`src/rtl/elbeth_data_mem_ctrl.sv`:
```
// rtl/elbeth_data_mem_ctrl.sv - data-memory request responder with lane steering and load extension
// Drives a word-wide variable-latency bus; flags misalignment, illegal sizes and bus timeouts.
module elbeth_data_mem_ctrl #(
  parameter int TIMEOUT_CYCLES = 255
) (
  input  logic        clk,
  input  logic        rst,
  input  logic        exs_mem_en,
  input  logic        exs_mem_rw,
  input  logic [3:0]  exs_data_size_mem,
  input  logic        exs_data_sign_mem,
  input  logic [31:0] exs_mem_addr,
  input  logic [31:0] exs_mem_wdata,
  output logic [31:0] exs_mem_rdata,
  output logic        exs_mem_ready,
  output logic        exs_mem_exception,
  output logic [1:0]  exs_mem_exc_cause,
  output logic        dmem_req,
  output logic        dmem_we,
  output logic [31:0] dmem_addr,
  output logic [3:0]  dmem_byte_en,
  output logic [31:0] dmem_wdata,
  input  logic        dmem_ack,
  input  logic [31:0] dmem_rdata
);

  typedef enum logic [1:0] {IDLE, REQ, DONE, ERR} state_t;

  localparam logic [3:0] SZ_BYTE = 4'b0001;
  localparam logic [3:0] SZ_HALF = 4'b0010;
  localparam logic [3:0] SZ_WORD = 4'b1000;
  localparam logic [7:0] WAIT_LAST = 8'(TIMEOUT_CYCLES - 1);

  state_t      state;
  logic [7:0]  wait_cnt;
  logic [1:0]  lane_q;
  logic [3:0]  size_q;
  logic        sign_q;

  logic        req_active;
  logic        illegal;
  logic        misaligned;
  logic [3:0]  be_next;
  logic [31:0] wdata_next;
  logic [31:0] shifted;
  logic [31:0] load_ext;

  always_comb begin
    req_active = exs_mem_en && (exs_data_size_mem != 4'b0000);
    illegal    = !((exs_data_size_mem == SZ_BYTE) || (exs_data_size_mem == SZ_HALF) ||
                   (exs_data_size_mem == SZ_WORD));
    misaligned = ((exs_data_size_mem == SZ_HALF) && exs_mem_addr[0]) ||
                 ((exs_data_size_mem == SZ_WORD) && (exs_mem_addr[1:0] != 2'b00));
    be_next    = 4'b1111;
    wdata_next = exs_mem_wdata;
    case (exs_data_size_mem)
      SZ_BYTE: begin
        be_next    = 4'b0001 << exs_mem_addr[1:0];
        wdata_next = {4{exs_mem_wdata[7:0]}};
      end
      SZ_HALF: begin
        be_next    = 4'b0011 << {exs_mem_addr[1], 1'b0};
        wdata_next = {2{exs_mem_wdata[15:0]}};
      end
      default: ;
    endcase
  end

  // Extract the addressed lane from the bus word, then widen it.
  always_comb begin
    shifted  = dmem_rdata >> {lane_q, 3'b000};
    load_ext = dmem_rdata;
    case (size_q)
      SZ_BYTE: load_ext = sign_q ? {{24{shifted[7]}}, shifted[7:0]} : {24'b0, shifted[7:0]};
      SZ_HALF: load_ext = sign_q ? {{16{shifted[15]}}, shifted[15:0]} : {16'b0, shifted[15:0]};
      default: ;
    endcase
  end

  // Ready falls in the acceptance cycle itself so the pipeline stalls without a bubble.
  always_comb begin
    if (state == IDLE) exs_mem_ready = !req_active;
    else               exs_mem_ready = (state == DONE) || (state == ERR);
  end

  always_ff @(posedge clk) begin
    if (rst) begin
      state             <= IDLE;
      wait_cnt          <= 8'd0;
      lane_q            <= 2'b00;
      size_q            <= 4'b0000;
      sign_q            <= 1'b0;
      dmem_req          <= 1'b0;
      dmem_we           <= 1'b0;
      dmem_addr         <= 32'd0;
      dmem_byte_en      <= 4'b0000;
      dmem_wdata        <= 32'd0;
      exs_mem_rdata     <= 32'd0;
      exs_mem_exception <= 1'b0;
      exs_mem_exc_cause <= 2'b00;
    end else begin
      exs_mem_exception <= 1'b0;
      exs_mem_exc_cause <= 2'b00;
      case (state)
        IDLE: begin
          if (req_active) begin
            if (illegal) begin
              state             <= ERR;
              exs_mem_exception <= 1'b1;
              exs_mem_exc_cause <= 2'b11;
            end else if (misaligned) begin
              state             <= ERR;
              exs_mem_exception <= 1'b1;
              exs_mem_exc_cause <= 2'b01;
            end else begin
              state        <= REQ;
              wait_cnt     <= 8'd0;
              dmem_req     <= 1'b1;
              dmem_we      <= exs_mem_rw;
              dmem_addr    <= {exs_mem_addr[31:2], 2'b00};
              dmem_byte_en <= be_next;
              dmem_wdata   <= wdata_next;
              lane_q       <= exs_mem_addr[1:0];
              size_q       <= exs_data_size_mem;
              sign_q       <= exs_data_sign_mem;
            end
          end
        end
        REQ: begin
          if (dmem_ack) begin
            state    <= DONE;
            dmem_req <= 1'b0;
            if (!dmem_we) exs_mem_rdata <= load_ext;
          end else if (wait_cnt == WAIT_LAST) begin
            state             <= ERR;
            dmem_req          <= 1'b0;
            exs_mem_exception <= 1'b1;
            exs_mem_exc_cause <= 2'b10;
          end else begin
            wait_cnt <= wait_cnt + 8'd1;
          end
        end
        DONE:    state <= IDLE;
        ERR:     state <= IDLE;
        default: state <= IDLE;
      endcase
    end
  end

endmodule
```
`config.mk`:
```
export PLATFORM = sky130hd
export DESIGN_NAME = elbeth_data_mem_ctrl
export DESIGN_NICKNAME = d
export VERILOG_FILES = /design/src/rtl/elbeth_data_mem_ctrl.sv
export SDC_FILE = /design/constraint.sdc
export NUM_CORES = 1
export LEC_CHECK = 0
export CORE_MARGIN = 5
export CORE_UTILIZATION = 35
export CTS_CLUSTER_DIAMETER = 80
export DETAILED_ROUTE_END_ITERATION = 7
export PLACE_DENSITY = 0.67
export SYNTH_ARGS = -nofsm -noshare
export SYNTH_HDL_FRONTEND = slang
export SYNTH_SLANG_ARGS = --single-unit
```
`constraint.sdc`:
```
create_clock -name clk -period 2.6 [get_ports clk]
set_clock_uncertainty 0.05 [all_clocks]
set_input_delay 0.39 -clock clk [delete_from_list [all_inputs] [get_ports clk]]
set_output_delay 0.39 -clock clk [all_outputs]
set_load 0.01 [all_outputs]
```
==> summary.txt, run 1 <==
Route
  – DR WL/cell: 16.21 um
  – DRT Pass-1 Iters: 5
  – Post-Route WL: 16990 um
  – ANT nets after route: 0
  – DRT iter0 DRCs: 335
  – Via Count: 5356
  – Post-route DRC violation count: 0
  – Vias per Instance: 5.111

Clock tree
  – Clock buffer depth: 2
  – CTS tree: yes
  – Post CTS Setup Buffer Count: 0
  – Htree depth: 4
  – Resize count post-CTS: 0
  – Worst skew pair latency: 0.41 ns
  – Clk Tree Root Cell: clkbuf_16
  – Clock-pin slew on the worst setup and hold paths: 0.05 ns
  – CTS Hold Bufs: 0
  – Num CTS Buffers: 17
  – Clock sink total: 120

STA
  – # setup viols final: 0
  – Tmin final: 2.446 ns
  – Unrepaired setup endpoints after global routing: false
  – Fin Setup TNS: 0 ns
  – Final Hold Violating Endpoints: 0
  – Worst rel slew slack: 51.10%
  – Final Max Slew Viols: 0
  – Fmax: 0.4089 GHz
  – Period utilization: 94.06%
  – Least-Margin Pin Slew: 0.7335 ns

Synthesis
  – Post-Synth Adder-Cell Area: 0.4706%
  – Post-synthesis mux area share: 3.576%
  – Avg Inst Size Synth: 8.232 sq um
  – Asr flop ratio synth: 0%
  – Compound-cell area share of the yosys netlist: 23.06%
  – Synth top area cells: dfxtp_1 45%, nand2_1 9.4%, a21oi_1 5.7%
  – Synthesis-stage register bit count: 120
  – Combinational family with the most area after synthesis: compound AO/OA/AOI/OAI gates
  – Post-Synth Simple-Gate Area: 21.34%
  – Xor and xnor area share after synthesis: 0.1647%
  – Cell Area, Synth: 5318 sq um
  – Netlist cell types: 55
  – Syn. warnings: 0
  – Share of the synthesized area in the top cell type: 45.18%
  – Mapped Cells: 646
  – Most common cell in the synthesized netlist: nand2_1
  – Post-synthesis sequential area ratio: 45.18%
  – Top cells by count, synth: 133 x nand2_1, 120 x dfxtp_1, 71 x nor2_1
  – Area leader, netlist: dfxtp_1
  – Number of synthesized flops with an enable pin: 0
  – Primary FF master, synth: dfxtp_1

Cells and area
  – Net count, final: 958
  – Antenna fix cells: 0
  – Layout Cells excl Fill: 1048
  – Share of layout cells above drive strength 1: 8.721%
  – Final core utilization: 54.37%
  – Area growth from synthesis to layout: 53.69%
  – Fill cells: 1421

Critical path
  – CP Capture Type: output port
  – CP dominant cell by count: clkdlybuf4s50_1
  – Critical Path Source Type: primary input
  – Cell Chain, Critical Path: clkdlybuf4s50_1 -> o41a_1 -> o21bai_1 -> clkdlybuf4s50_1
  – Arrival time of the worst setup path: 2.01 ns
  – Data required, critical path: 2.16 ns
  – CP top delay family: buffers and inverters
  – Slowest stage cell, crit path: clkdlybuf4s50_1
  – Crit path kind: in2out
  – Slowest stage delay, CP: 0.56 ns
  – Buf/Inv on CP: 2
  – CP Max Fanout: 5

Placement
  – GPL Wtd Cong: 0.8489
  – Dpl hpwl: 12380 um
  – IO buf count: 209
  – Dpl cells: 1019

GRT
  – Initial antenna violation count: 0
  – Number of global-route vias before repair: 4986
  – Overall Global Routing Usage: 18.44%
  – Total grt overflow: 0
  – First-pass GRT wire length: 26350 um
  – Largest net degree at the start of global routing: 52

Die
  – Die ar.: 17760 sq um
  – Die width: 133.3 um
  – Top Ports: 212
  – Initial core utilization: 35.37%
  – Die H: 133.3 um
  – Rows: 45
  – Core ar.: 15030 sq um

Power
  – Power per cell area: 575.3 nW/um^2
  – Worst VDD drop: 0.0002844 V
  – Power Total: 0.004702 W
  – Static leakage: 2.836 nW

Run
  – Max-cap violations: 0

Min path
  – Worst Hold Class: in2reg

Run status
  – Status: completed
==> area by class of cell <==
class | instances | area, sq um | area share (%)
Clock buffer | 25 | 485.5 | 5.940
Clock inverter | 4 | 45.04 | 0.5511
Inverter | 6 | 22.52 | 0.2756
Multi-Input combinational cell | 465 | 2623 | 32.09
Sequential cell | 120 | 2402 | 29.39
Tap cell | 188 | 235.2 | 2.878
Timing Repair Buffer | 240 | 2360 | 28.87
==> stage by stage <==
stage / worst slack [ns] / hold WS (ns) / instance area, sq um
5_1_grt: 0.05548 / 0.3380 / 8173
4_1_cts: 0.1504 / 0.3149 / 8173
3_5_place_dp: 0.05716 / 0.3965 / 7642
3_3_place_gp: 0.08943 / 0.3901 / 7642
2_1_floorplan: 0.6260 / 0.3867 / 5321
6_report: 0.1545 / 0.3338 / 8173
==> flip-flops by register name, summed over array words and instances, names as in the netlist, 2 cells and up <==
signal and cells:
dmem_byte_en 4, lane_q 2, wait_cnt 8, exs_mem_rdata 32
size_q 4, dmem_addr 30, exs_mem_exc_cause 2, dmem_wdata 32
state 2
==> cells by family (layout without fill, tap and decap cells) <==
family,count (synthesis),count (layout)
XOR/XNOR,1,1
AO/OA/AOI/OAI,180,180
multiplexers,17,17
AND/OR/NAND/NOR,263,263
flip-flops,120,120
buffers and inverters,62,275
adder cells (fa/ha/maj),2,2
other,1,2
==> layout by cell type, fill, tap and decap left out, types with 5 or more instances in the layout <==
master           count
a211oi_1            37
a21oi_1             61
a221oi_1            16
a22oi_1             10
a311oi_1            13
and2_1               6
buf_4               29
clkbuf_1             5
clkbuf_16           17
clkdlybuf4s50_1    208
dfxtp_1            120
inv_1                6
mux2_2               6
mux2i_1             10
nand2_1            133
nand2b_1             6
nor2_1              71
nor2b_1              5
nor3_1              19
o21ai_0             22
==> per-layer routing <==
metal | part of all wire, % | vias to the layer above | wire (um) | global-route usage (%)
met5 | 0 | - | 0 | 0
met4 | 2.4 | 0 | 406 | 7.314
met3 | 9.0 | 32 | 1524 | 7.213
met2 | 45 | 184 | 7657 | 27.99
met1 | 44 | 2446 | 7398 | 23.59
li1 | - | 2694 | - | -
==> worst paths after layout <==
| path | startpoint | to | slack, ns | depth (start not counted) |
|---|---|---|---|---|
| worst min-delay path | rst | dmem_req | 0.33 | 2 |
| worst max-delay path | exs_data_size_mem[1] | exs_mem_ready | 0.15 | 4 |
| worst max register to register | wait_cnt[0] | wait_cnt[4] | 0.59 | 7 |
| worst min register to register | dmem_addr[12] | dmem_addr[12] | 0.40 | 2 |
==> worst register-to-register path, stage by stage, from the launching register on <==
cell and delay (ns):
dfxtp_1 0.36, inv_1 0.07, ha_1 0.19, and3_1 0.19, a211oi_1 0.32, buf_4 0.22, or2_1 0.32, a311oi_2 0.15
==> where the power goes <==
part	switching, W	internal (W)	leakage (nW)
clock	0.000778	0.00137	0.263
combinational	0.000281	0.000340	1.60
sequential	0.0000342	0.00190	0.972
total	0.00109	0.00361	2.84
No activity file was read; power rests on OpenSTA's default activity.
==> run 2: changes to the inputs <==
--- a/config.mk
+++ b/config.mk
@@ -5,9 +5,11 @@
 export SDC_FILE = /design/constraint.sdc
 export NUM_CORES = 1
 export LEC_CHECK = 0
+export CORE_ASPECT_RATIO = 0.75
 export CORE_MARGIN = 5
 export CORE_UTILIZATION = 35
 export CTS_CLUSTER_DIAMETER = 80
+export CTS_CLUSTER_SIZE = 16
 export DETAILED_ROUTE_END_ITERATION = 7
 export PLACE_DENSITY = 0.67
 export SYNTH_ARGS = -nofsm -noshare
==> run 2 against run 1 <==
Compared with the run above: global-route usage rose by 0.96 points; worst setup slack got worse by 0.0096 ns; critical path depth did not move; hold slack improved by 0.067 ns; sequential power barely moved; highest routed layer unchanged.
==> summary.txt, run 2 (synthesis results as in run 1) <==
Run status
  – Status: completed

Placement
  – IO buf count: 209
  – GPL Wtd Cong: 0.8045
  – Post-Place Cell Area: 7631 sq um
  – Dpl hpwl: 12620 um

Cells and area
  – Largest registers: dmem_wdata (32), exs_mem_rdata (32), dmem_addr (30)
  – Finished Cell Area: 8187 sq um
  – Footprint of the multi-input gates: 2623 sq um
  – Most common cell after layout, fill and taps aside: clkdlybuf4s50_1
  – Reg area: 2402 sq um
  – Fill cells: 1427
  – Most frequent cells in the layout: 208 x clkdlybuf4s50_1, 133 x nand2_1, 120 x dfxtp_1
  – Share of layout cells above drive strength 1: 8.985%
  – Antenna fix cells: 0
  – Area growth from synthesis to layout: 53.95%
  – Net count, final: 952
  – Final core utilization: 54.29%

Clock tree
  – CTS tree: yes
  – Post CTS Setup Buffer Count: 0
  – Clk Tree Root Cell: clkbuf_16
  – Num CTS Buffers: 17
  – Worst skew pair latency: 0.40 ns
  – Clock buffer depth: 2
  – Clock-pin slew on the worst setup and hold paths: 0.05 ns
  – Clock sink total: 120
  – CTS Hold Bufs: 0
  – Htree depth: 4
  – Resize count post-CTS: 0

Run
  – Max-cap violations: 0

Route
  – ANT nets after route: 0
  – Post-Route WL: 17700 um
  – DR WL/cell: 16.67 um
  – Post-route DRC violation count: 0
  – Via Count: 5323
  – DRT iter0 DRCs: 323
  – Vias per Instance: 5.012
  – DRT Pass-1 Iters: 5

STA
  – Final Max Slew Viols: 0
  – Final Hold Violating Endpoints: 0
  – Fin Setup TNS: 0 ns
  – Worst rel slew slack: 48.78%
  – Least-Margin Pin Slew: 0.7682 ns
  – # setup viols final: 0
  – Period utilization: 94.43%
  – Unrepaired setup endpoints after global routing: false
  – Fmax: 0.4073 GHz
  – Tmin final: 2.455 ns

GRT
  – First-pass GRT wire length: 27460 um
  – Initial antenna violation count: 0
  – Total grt overflow: 0
  – Overall Global Routing Usage: 19.40%
  – Number of global-route vias before repair: 5152
  – Largest net degree at the start of global routing: 61

Critical path
  – Arrival time of the worst setup path: 2.02 ns
  – Critical Path Source Type: primary input
  – Reg-to-reg startpoint: wait_cnt[0]
  – Data required, critical path: 2.16 ns
  – Worst r2r path cells: 7
  – CP Capture Type: output port
  – Crit path kind: in2out
  – CP Max Fanout: 5
  – Reg-to-reg setup timing slack: 0.58 ns
  – Reg2reg end: wait_cnt[3]

Die
  – Rows: 39
  – Core ar.: 15080 sq um
  – Top Ports: 212
  – Initial core utilization: 35.27%
  – Die ar.: 17780 sq um
  – Die H: 116.7 um
  – Die width: 152.3 um

Power
  – Static leakage: 2.814 nW
  – Worst VDD drop: 0.0005066 V
  – Power per cell area: 583.0 nW/um^2

Min path
  – Worst Hold Class: reg2reg
  – Hold path startpoint: dmem_addr[5]
  – Hold Path Sink: dmem_addr[5]
  – Hold Crit Depth: 2
-- run 2: cell types whose count changed in the layout (fill, tap and decap cells not counted), sizes merged --
cell	delta
clkbuf	-8
buf	-6
clkinv	+6
clkinvlp	+3
inv	+2
-- run 2: report_power, final --
part           switching [W]  internal [W]  total [W]
logic               0.000287      0.000338   0.000626
clock network       0.000901       0.00131    0.00221
registers          0.0000332       0.00190    0.00193
total                0.00122       0.00355    0.00477
-- run 2: cell type report --
| type | instances | area share (%) |
|---|---|---|
| Clock inverter | 15 | 1.589 |
| Timing Repair Buffer | 234 | 28.43 |
| Sequential cell | 120 | 29.34 |
| Tap cell | 205 | 3.133 |
| Inverter | 6 | 0.2751 |
| Multi-Input combinational cell | 465 | 32.03 |
| Clock buffer | 17 | 5.196 |
-- run 2: how the worst max path moves through the flow --
stage | startpoint | end | slack [ns] | cells after the start
3_3_place_gp | exs_data_size_mem[1] | lane_q[1] | 0.13 | 8
2_1_floorplan | exs_data_size_mem[0] | dmem_byte_en[2] | 0.63 | 7
6_report | exs_data_size_mem[0] | exs_mem_ready | 0.14 | 4
4_1_cts | exs_data_size_mem[0] | exs_mem_ready | 0.15 | 4
5_1_grt | exs_data_size_mem[0] | exs_mem_ready | 0.06 | 4
3_5_place_dp | exs_data_size_mem[1] | dmem_addr[28] | 0.09 | 8
-- run 2: per-layer routing --
layer / vias up / wire length, um / GRT usage [%]
met5: - / 0 / 0
met2: 208 / 7461 / 28.55
li1: 2683 / - / -
met4: 0 / 167 / 6.287
met3: 12 / 1850 / 7.259
met1: 2420 / 8221 / 26.48
-- run 2: stage by stage --
stage | hold slack, ns | instances | total power [W] | setup WS [ns]
5_1_grt | 0.4172 | 1062 | 0.004962 | 0.05592
6_report | 0.4005 | 1062 | 0.004773 | 0.1449
2_1_floorplan | 0.3867 | 647 | 0.002229 | 0.6260
4_1_cts | 0.4043 | 1062 | 0.004826 | 0.1457
3_5_place_dp | 0.3965 | 1030 | 0.002598 | 0.09381
3_3_place_gp | 0.3901 | 1030 | 0.002595 | 0.1337
-- run 2: worst max-delay path: stages --
cell and delay [ns]:
clkdlybuf4s50_1 0.47, o41a_1 0.47, o21bai_1 0.13, clkdlybuf4s50_1 0.55
